===== config.mk =====
export PLATFORM = sky130hd
export DESIGN_NAME = xs3_digit_accumulator
export DESIGN_NICKNAME = d
export VERILOG_FILES = /design/src/rtl/xs3_digit_accumulator.sv
export SDC_FILE = /design/constraint.sdc
export NUM_CORES = 1
export LEC_CHECK = 0
export ABC_AREA = 0
export CAP_MARGIN = 30
export CORE_UTILIZATION = 45
export DETAILED_ROUTE_END_ITERATION = 8
export PLACE_DENSITY = 0.68
export RECOVER_POWER = 25
export SYNTH_ARGS = -nofsm -noshare
export SYNTH_HDL_FRONTEND = slang
export SYNTH_SLANG_ARGS = --single-unit

===== constraint.sdc =====
create_clock -name clk -period 4.4 [get_ports clk]
set_clock_uncertainty 0.2 [all_clocks]
set_input_delay 1.32 -clock clk [delete_from_list [all_inputs] [get_ports clk]]
set_output_delay 1.32 -clock clk [all_outputs]
set_load 0.01 [all_outputs]

===== src/rtl/xs3_digit_accumulator.sv =====
// Excess-3 digit accumulator: validates XS-3 codes from the upstream converter
// and adds each decoded digit into a packed-BCD running total, one carry per clock.

module xs3_digit_cell (
  input  logic       sel,
  input  logic [3:0] digit,
  input  logic [3:0] addend,
  output logic [3:0] digit_nxt,
  output logic       carry
);
  logic [4:0] s;
  logic [4:0] s_m10;

  // Non-selected cells pass their digit through, so the top can load all digits at once.
  always_comb begin
    s         = {1'b0, digit} + {1'b0, addend};
    s_m10     = s - 5'd10;
    digit_nxt = digit;
    carry     = 1'b0;
    if (sel) begin
      if (s >= 5'd10) begin
        digit_nxt = s_m10[3:0];
        carry     = 1'b1;
      end else begin
        digit_nxt = s[3:0];
      end
    end
  end
endmodule

module xs3_digit_accumulator #(
  parameter int DIGITS = 4
) (
  input  logic                  clk,
  input  logic                  rst_n,
  input  logic                  in_valid,
  output logic                  in_ready,
  input  logic [3:0]            xs3_in,
  input  logic                  clear,
  output logic [4*DIGITS-1:0]   sum_bcd,
  output logic                  busy,
  output logic                  overflow,
  output logic                  code_err,
  output logic [7:0]            err_count
);
  localparam int IDXW = (DIGITS > 1) ? $clog2(DIGITS) : 1;
  localparam logic [IDXW-1:0] IDX_LAST = IDXW'(DIGITS - 1);

  typedef enum logic {IDLE, ADD} state_t;

  state_t                  state;
  logic [IDXW-1:0]         idx;
  logic [3:0]              addend;
  logic [DIGITS-1:0][3:0]  sum_q;
  logic [DIGITS-1:0][3:0]  dig_nxt;
  logic [DIGITS-1:0]       dig_cy;
  logic                    carry;
  logic                    xfer;
  logic                    legal;
  logic [3:0]              code_val;

  assign in_ready = (state == IDLE) & ~clear;
  assign busy     = (state == ADD);
  assign sum_bcd  = sum_q;
  assign xfer     = in_valid & in_ready;
  assign legal    = (xs3_in >= 4'd3) && (xs3_in <= 4'd12);
  assign code_val = xs3_in - 4'd3;

  genvar g;
  generate
    for (g = 0; g < DIGITS; g++) begin : g_dig
      xs3_digit_cell u_cell (
        .sel       (busy && (idx == IDXW'(g))),
        .digit     (sum_q[g]),
        .addend    (addend),
        .digit_nxt (dig_nxt[g]),
        .carry     (dig_cy[g])
      );
    end
  endgenerate

  // Only the selected cell can raise a carry.
  assign carry = |dig_cy;

  always_ff @(posedge clk or negedge rst_n) begin
    if (!rst_n) begin
      state     <= IDLE;
      idx       <= '0;
      addend    <= '0;
      sum_q     <= '0;
      overflow  <= 1'b0;
      code_err  <= 1'b0;
      err_count <= '0;
    end else if (clear) begin
      state     <= IDLE;
      idx       <= '0;
      addend    <= '0;
      sum_q     <= '0;
      overflow  <= 1'b0;
      code_err  <= 1'b0;
      err_count <= '0;
    end else begin
      case (state)
        IDLE: begin
          if (xfer) begin
            if (legal) begin
              addend <= code_val;
              idx    <= '0;
              state  <= ADD;
            end else begin
              code_err <= 1'b1;
              if (err_count != 8'hFF) err_count <= err_count + 8'd1;
            end
          end
        end
        ADD: begin
          sum_q <= dig_nxt;
          if (!carry) begin
            state <= IDLE;
          end else if (idx == IDX_LAST) begin
            // Wrapped modulo 10^DIGITS.
            overflow <= 1'b1;
            state    <= IDLE;
          end else begin
            idx    <= idx + IDXW'(1);
            addend <= 4'd1;
          end
        end
        default: state <= IDLE;
      endcase
    end
  end
endmodule


==> results of run 1 <==
## power groups by stage
stage	Sequential, uW	Combinational [uW]	Clock [uW]
5_1_grt	324	161	321
3_3_place_gp	329	139	0
6_report	323	142	300
3_5_place_dp	329	143	0
2_1_floorplan	324	98.4	0
4_1_cts	323	143	307
## cell families (layout without fill, tap and decap cells)
logic type,count (synthesis),in the layout
fa+ha+maj,31,31
xor+xnor,16,16
buf+inv,29,69
flops,33,33
simple gates,95,95
compound gates,79,79
mux,6,6
## flip-flops by register name (all words and copies together) (netlist names)
signal,flops
sum_bcd,16
err_count,8
addend,4
idx,2
busy,1
code_err,1
overflow,1
## cell type report
cell class              count  area share (%)
well taps                  72            2.85
flip-flops and latches     33            26.2
clock inverters             1           0.952
multi-input cells         227            52.7
inverters                  22            2.62
clock buffers               7            2.74
repair buffers             39            11.9
## final timing paths
check / startpoint / to / slack (ps) / depth (start not counted)
worst max-delay path: clear / in_ready / 370 / 3
worst min-delay path: code_err / code_err / 320 / 2
worst max register to register: addend[1] / idx[0] / 940 / 10
worst min register to register: code_err / code_err / 320 / 2
max in group asynchronous: rst_n / addend[3] / 1080 / 2
min in group asynchronous: rst_n / err_count[0] / 1860 / 2
## critical path, stage by stage
cell and delay (ps):
clkdlybuf4s50_1 440, nor2_1 170, clkdlybuf4s50_1 570
## metrics by stage
stage               instance area, um2  hold slack, ps  instances  utilization, %
detailed placement                3040             303        393            54.9
global route                      3160             379        401            57.0
finish                            3160             320        401            57.0
floorplan                         2600             335        289               -
CTS                               3160             321        401            57.0
global placement                  3040             293        393            54.9
## Yosys cell counts, drive strengths merged (2+ instances only)
library cell,count,area share [%]
mux2,3,1.4
o21a,2,0.58
a2111oi,8,2.7
a311oi,2,0.67
o31a,3,1.0
clkbuf,7,1.0
o211ai,2,0.58
nand2,28,4.0
nor3,9,1.9
a211o,2,0.67
o211a,2,0.77
xnor2,4,1.3
a21oi,27,5.2
ha,27,13
mux2i,3,1.2
inv,22,3.2
o22ai,2,1.0
nor2b,3,0.72
a211oi,3,0.87
o21ai,12,2.7
nand4,5,1.2
a32o,3,1.2
a21o,4,1.2
or2,2,0.48
nand3,12,2.3
o2111ai,2,0.67
fa,4,3.1
or4,2,0.87
dfrtp,33,32
xor2,12,4.6
and2,2,0.48
or3,4,0.96
nor2,24,3.5
## layer usage
layer  routed length (um)  vias to the layer above  GRT usage, %
li1                     -                     1125             -
met1                 2750                     1093          27.4
met2                 2780                       40          34.8
met3                  244                        8          4.00
met4                   63                        0          5.74
met5                    0                        -             0
==> flow_summary.toml, run 1 <==
[power]
total_power_uw = 765
p_leak_uw = 0.00135
power_per_cell_area_nw_per_um2 = 242
clkPwrFrac_pct = 39.3
seq_power_share_pct = 42.2
intPower_uw = 556
p_sw_uw = 209
swShare_pct = 27.3
power_frac_comb_pct = 18.5
worst_ir_drop_vdd_mv = 0.182

[routing]
wirelength_um = 5830
via_per_inst = 5.65
dr.pass1.iters = 4
final_antenna_net_count = 0
vias = 2266
drcViolationCount = 0
wire_per_inst_um = 14.5
drt-initial-drc-count = 111

[die]
die_area_um2 = 6080
floorplan.initialDensity_pct = 46.9
num_rows = 27
die_y_um = 78.0
ios = 36
core_um2 = 5540
die-width_um = 78.0

[sta]
setup_ws_ps = 373
relSlewSlack_pct = -21.8
report.final.hold_viol_count = 0
period_share_pct = 91.5
post-route-min-period_ps = 4030
slew_viol_final = 34
setup_tns_ps = 0
fmax_ghz = 0.248
finalSetupViolCount = 0
worst_pin_slew_ps = 1830
rsz0062_at_grt = "no"

[cts]
post-cts-setup-buffers = 0
cts_max_level = 2
cts-resized-gates = 0
clock_sinks = 33
cts_root_buf = "clkbuf_8"
cts_buffers = 5
cts_tree = "built"
cts.clk_slew.worst_paths_ps = 70
insertion_delay_ps = 290
ctsHoldBuffers = 0
ctsLongestPathBuffers = 2

[logic_synthesis]
synth-warning-count = 0
ys.flop_type = "dfrtp_1"
ys_seq_area_share_pct = 31.8
synth-xor-area-share_pct = 5.97
avgSynthCellArea_um2 = 8.99
synth_nets = 328
yosys.area_share.simple_pct = 17.6
synth-seq-cells = 33
synthAdderAreaFrac_pct = 16.1
netlist_area_um2 = 2600
synth_mux_area_share_pct = 2.60
synth_top_family_by_area = "compound AO/OA/AOI/OAI gates"
ys_types = 48
synth_edf_count = 0
synth_cells = 289
synth_compound_area_share_pct = 21.8
async_flop_share_pct = 100

[setup_path]
cp_max_fo = 2
cp_data_required_time_ps = 2880
worstSetupEndpointType = "primary output"
start_kind = "input port"
worst-endpoint-arrival_ps = 2510
worstSetupPathType = "input port to primary output"

[placement]
gp_congestion = 0.844
dp_hpwl_um = 4280
port_buffers = 35
preCtsSetupSlack_ps = 366

[global_route]
antenna_found_initial = 0
grt_max_degree = 35
grt_pass1_wl_um = 10000
overflow = 0
grt_pass1_vias = 2160
grt_usage_pct = 20.8

[layout]
seq_area_um2 = 826
synthToLayoutAreaGrowth_pct = 21.4
n_antenna_cell = 0
layout_commonest_cell = "clkdlybuf4s50_1"
multiInputGateArea_um2 = 1660
nFillCells = 523
final_cell_mix = "clkdlybuf4s50_1, dfrtp_1, nand2_1"
finalNetCount = 367
drive_gt1_share_pct = 7.60

[flow_run]
drv_cap = 1

[run_status]
status = "finished with violations"
violations = "max-capacitance violations, max-slew violations"

[worst_hold_path]
min_path_type = "flop to flop"
No activity file was read; power rests on OpenSTA's default activity.
==> inputs of run 2 (changes only) <==
--- a/config.mk
+++ b/config.mk
@@ -7,10 +7,12 @@
 export LEC_CHECK = 0
 export ABC_AREA = 0
 export CAP_MARGIN = 30
+export CORE_MARGIN = 2
 export CORE_UTILIZATION = 45
 export DETAILED_ROUTE_END_ITERATION = 8
 export PLACE_DENSITY = 0.68
 export RECOVER_POWER = 25
+export SLEW_MARGIN = 25
 export SYNTH_ARGS = -nofsm -noshare
 export SYNTH_HDL_FRONTEND = slang
 export SYNTH_SLANG_ARGS = --single-unit
==> run 2 against run 1 <==
  * The run still ends with max-capacitance violations, max-slew violations left
  * Power is 5.5% lower
  * Routed wire length is essentially flat
  * Utilization shrank 0.27 points
  * Maximum frequency down 0.43%
  * Critical path type unchanged
  * Largest power group unchanged
==> flow_summary.toml, run 2 (same netlist as run 1, synthesis figures left out) <==
[global_route]
antenna_found_initial = 0
overflow = 0
grt_max_degree = 35
grt_usage_pct = 20.2
grt_pass1_wl_um = 10300
grt_pass1_vias = 2283

[layout]
drive_gt1_share_pct = 7.90
nFillCells = 528
largest_register_ff_count = 16
utilization_pct = 56.7
final_cell_mix = "clkdlybuf4s50_1, dfrtp_1, nand2_1"
multiInputGateArea_um2 = 1660
layout_commonest_cell = "clkdlybuf4s50_1"
n_antenna_cell = 0
finalNetCount = 367
finalInstanceArea_um2 = 3140
synthToLayoutAreaGrowth_pct = 20.8
seq_area_um2 = 826

[placement]
port_buffers = 35
dpl_cell_area_um2 = 3040
gp_congestion = 0.838
dp_hpwl_um = 4280

[setup_path]
reg2reg_setup_slack_ps = 970
reg2reg_to = "idx[0]"
cp_data_required_time_ps = 2880
worst-endpoint-arrival_ps = 2520
reg2regPathDepth = 10
crit_family = "buffers and inverters"
worstSetupPathType = "input port to primary output"
critical_path_buf_inv_count = 2
start_kind = "input port"
worstReg2RegStart = "addend[1]"
worstSetupEndpointType = "primary output"
crit_slowest_cell = "clkdlybuf4s50_1"
cp_max_fo = 2
path_cells = "clkdlybuf4s50_1 > nor2_1 > clkdlybuf4s50_1"
max_stage_delay_ps = 580
crit_top_cell = "clkdlybuf4s50_1"

[sta]
relSlewSlack_pct = -21.4
rsz0062_at_grt = "no"
slew_viol_final = 34
fin_hold_ws_ps = 302
period_share_pct = 91.9
setup_tns_ps = 0
post-route-min-period_ps = 4040
fmax_ghz = 0.247
finalSetupViolCount = 0
report.final.hold_viol_count = 0
worst_pin_slew_ps = 1820

[routing]
final_antenna_net_count = 0
wire_per_inst_um = 14.6
drt-initial-drc-count = 67
drcViolationCount = 0
vias = 2285
via_per_inst = 5.70
dr.pass1.iters = 4
wirelength_um = 5840

[die]
num_rows = 27
die_y_um = 80.0
core_um2 = 5540
die_area_um2 = 6400
floorplan.initialDensity_pct = 46.9
die-width_um = 80.0
ios = 36

[worst_hold_path]
hold_depth = 2
hp-start = "code_err"
min_path_type = "flop to flop"
min_to = "code_err"

[cts]
insertion_delay_ps = 290
ctsHoldBuffers = 0
clock_sinks = 33
cts_tree = "built"
post-cts-setup-buffers = 0
cts-resized-gates = 0
cts.clk_slew.worst_paths_ps = 70
cts_buffers = 5
ctsLongestPathBuffers = 2
cts_root_buf = "clkbuf_8"
cts_max_level = 2

[run_status]
violations = "max-capacitance violations, max-slew violations"
status = "finished with violations"

[power]
worst_ir_drop_vdd_mv = 0.139
p_leak_uw = 0.00134
power_per_cell_area_nw_per_um2 = 230

[flow_run]
drv_cap = 1
==> run 2: cell types whose count changed in the layout (fill, tap and decap cells not counted) <==
| cell | change |
|---|---|
| clkinv_2 | +1 |
| clkbuf_8 | +1 |
| bufinv_16 | -1 |
| clkbuf_1 | -1 |
==> run 2: layer usage <==
metal | GRT usage, % | up-vias | wire length, um
met5 | 0 | - | 0
met4 | 7.12 | 0 | 76
li1 | - | 1122 | -
met3 | 3.28 | 8 | 223
met2 | 33.6 | 50 | 2810
met1 | 26.6 | 1105 | 2720
==> run 2: area by class of cell <==
cell class / instances / share of cell area (%)
Timing Repair Buffer: 39 / 12.0
Clock buffer: 7 / 3.07
Clock inverter: 1 / 0.159
Inverter: 22 / 2.63
Multi-Input combinational cell: 227 / 53.0
Tap cell: 72 / 2.87
Sequential cell: 33 / 26.3
==> run 2: how the worst max path moves through the flow <==
stage	startpoint	endpoint	cells past startpoint	slack [ps]
floorplan	clear	in_ready	2	1130
global placement	clear	in_ready	3	340
detailed placement	clear	in_ready	3	350
CTS	clear	in_ready	3	350
global route	clear	in_ready	3	280
finish	clear	in_ready	3	360
==> run 2: worst min-delay path: cells and delay by family, from the launching register on <==
| family | cells | cell delay [ps] |
|---|---|---|
| DFF | 1 | 340 |
| and+or+nand+nor | 2 | 130 |
==> run 2: report_power, final <==
group          switching, uW  internal [uW]  leakage, uW
Combinational           79.8           61.6     0.000830
Clock                    117            141    0.0000542
Sequential              13.8            309     0.000457
==> run 2: per-stage QoR <==
step           std cells  total power, uW  setup WS [ps]
4_1_cts              401              730            350
3_3_place_gp         393              468            339
6_report             401              723            355
5_1_grt              401              764            282
3_5_place_dp         393              471            352
2_1_floorplan        289              422           1130
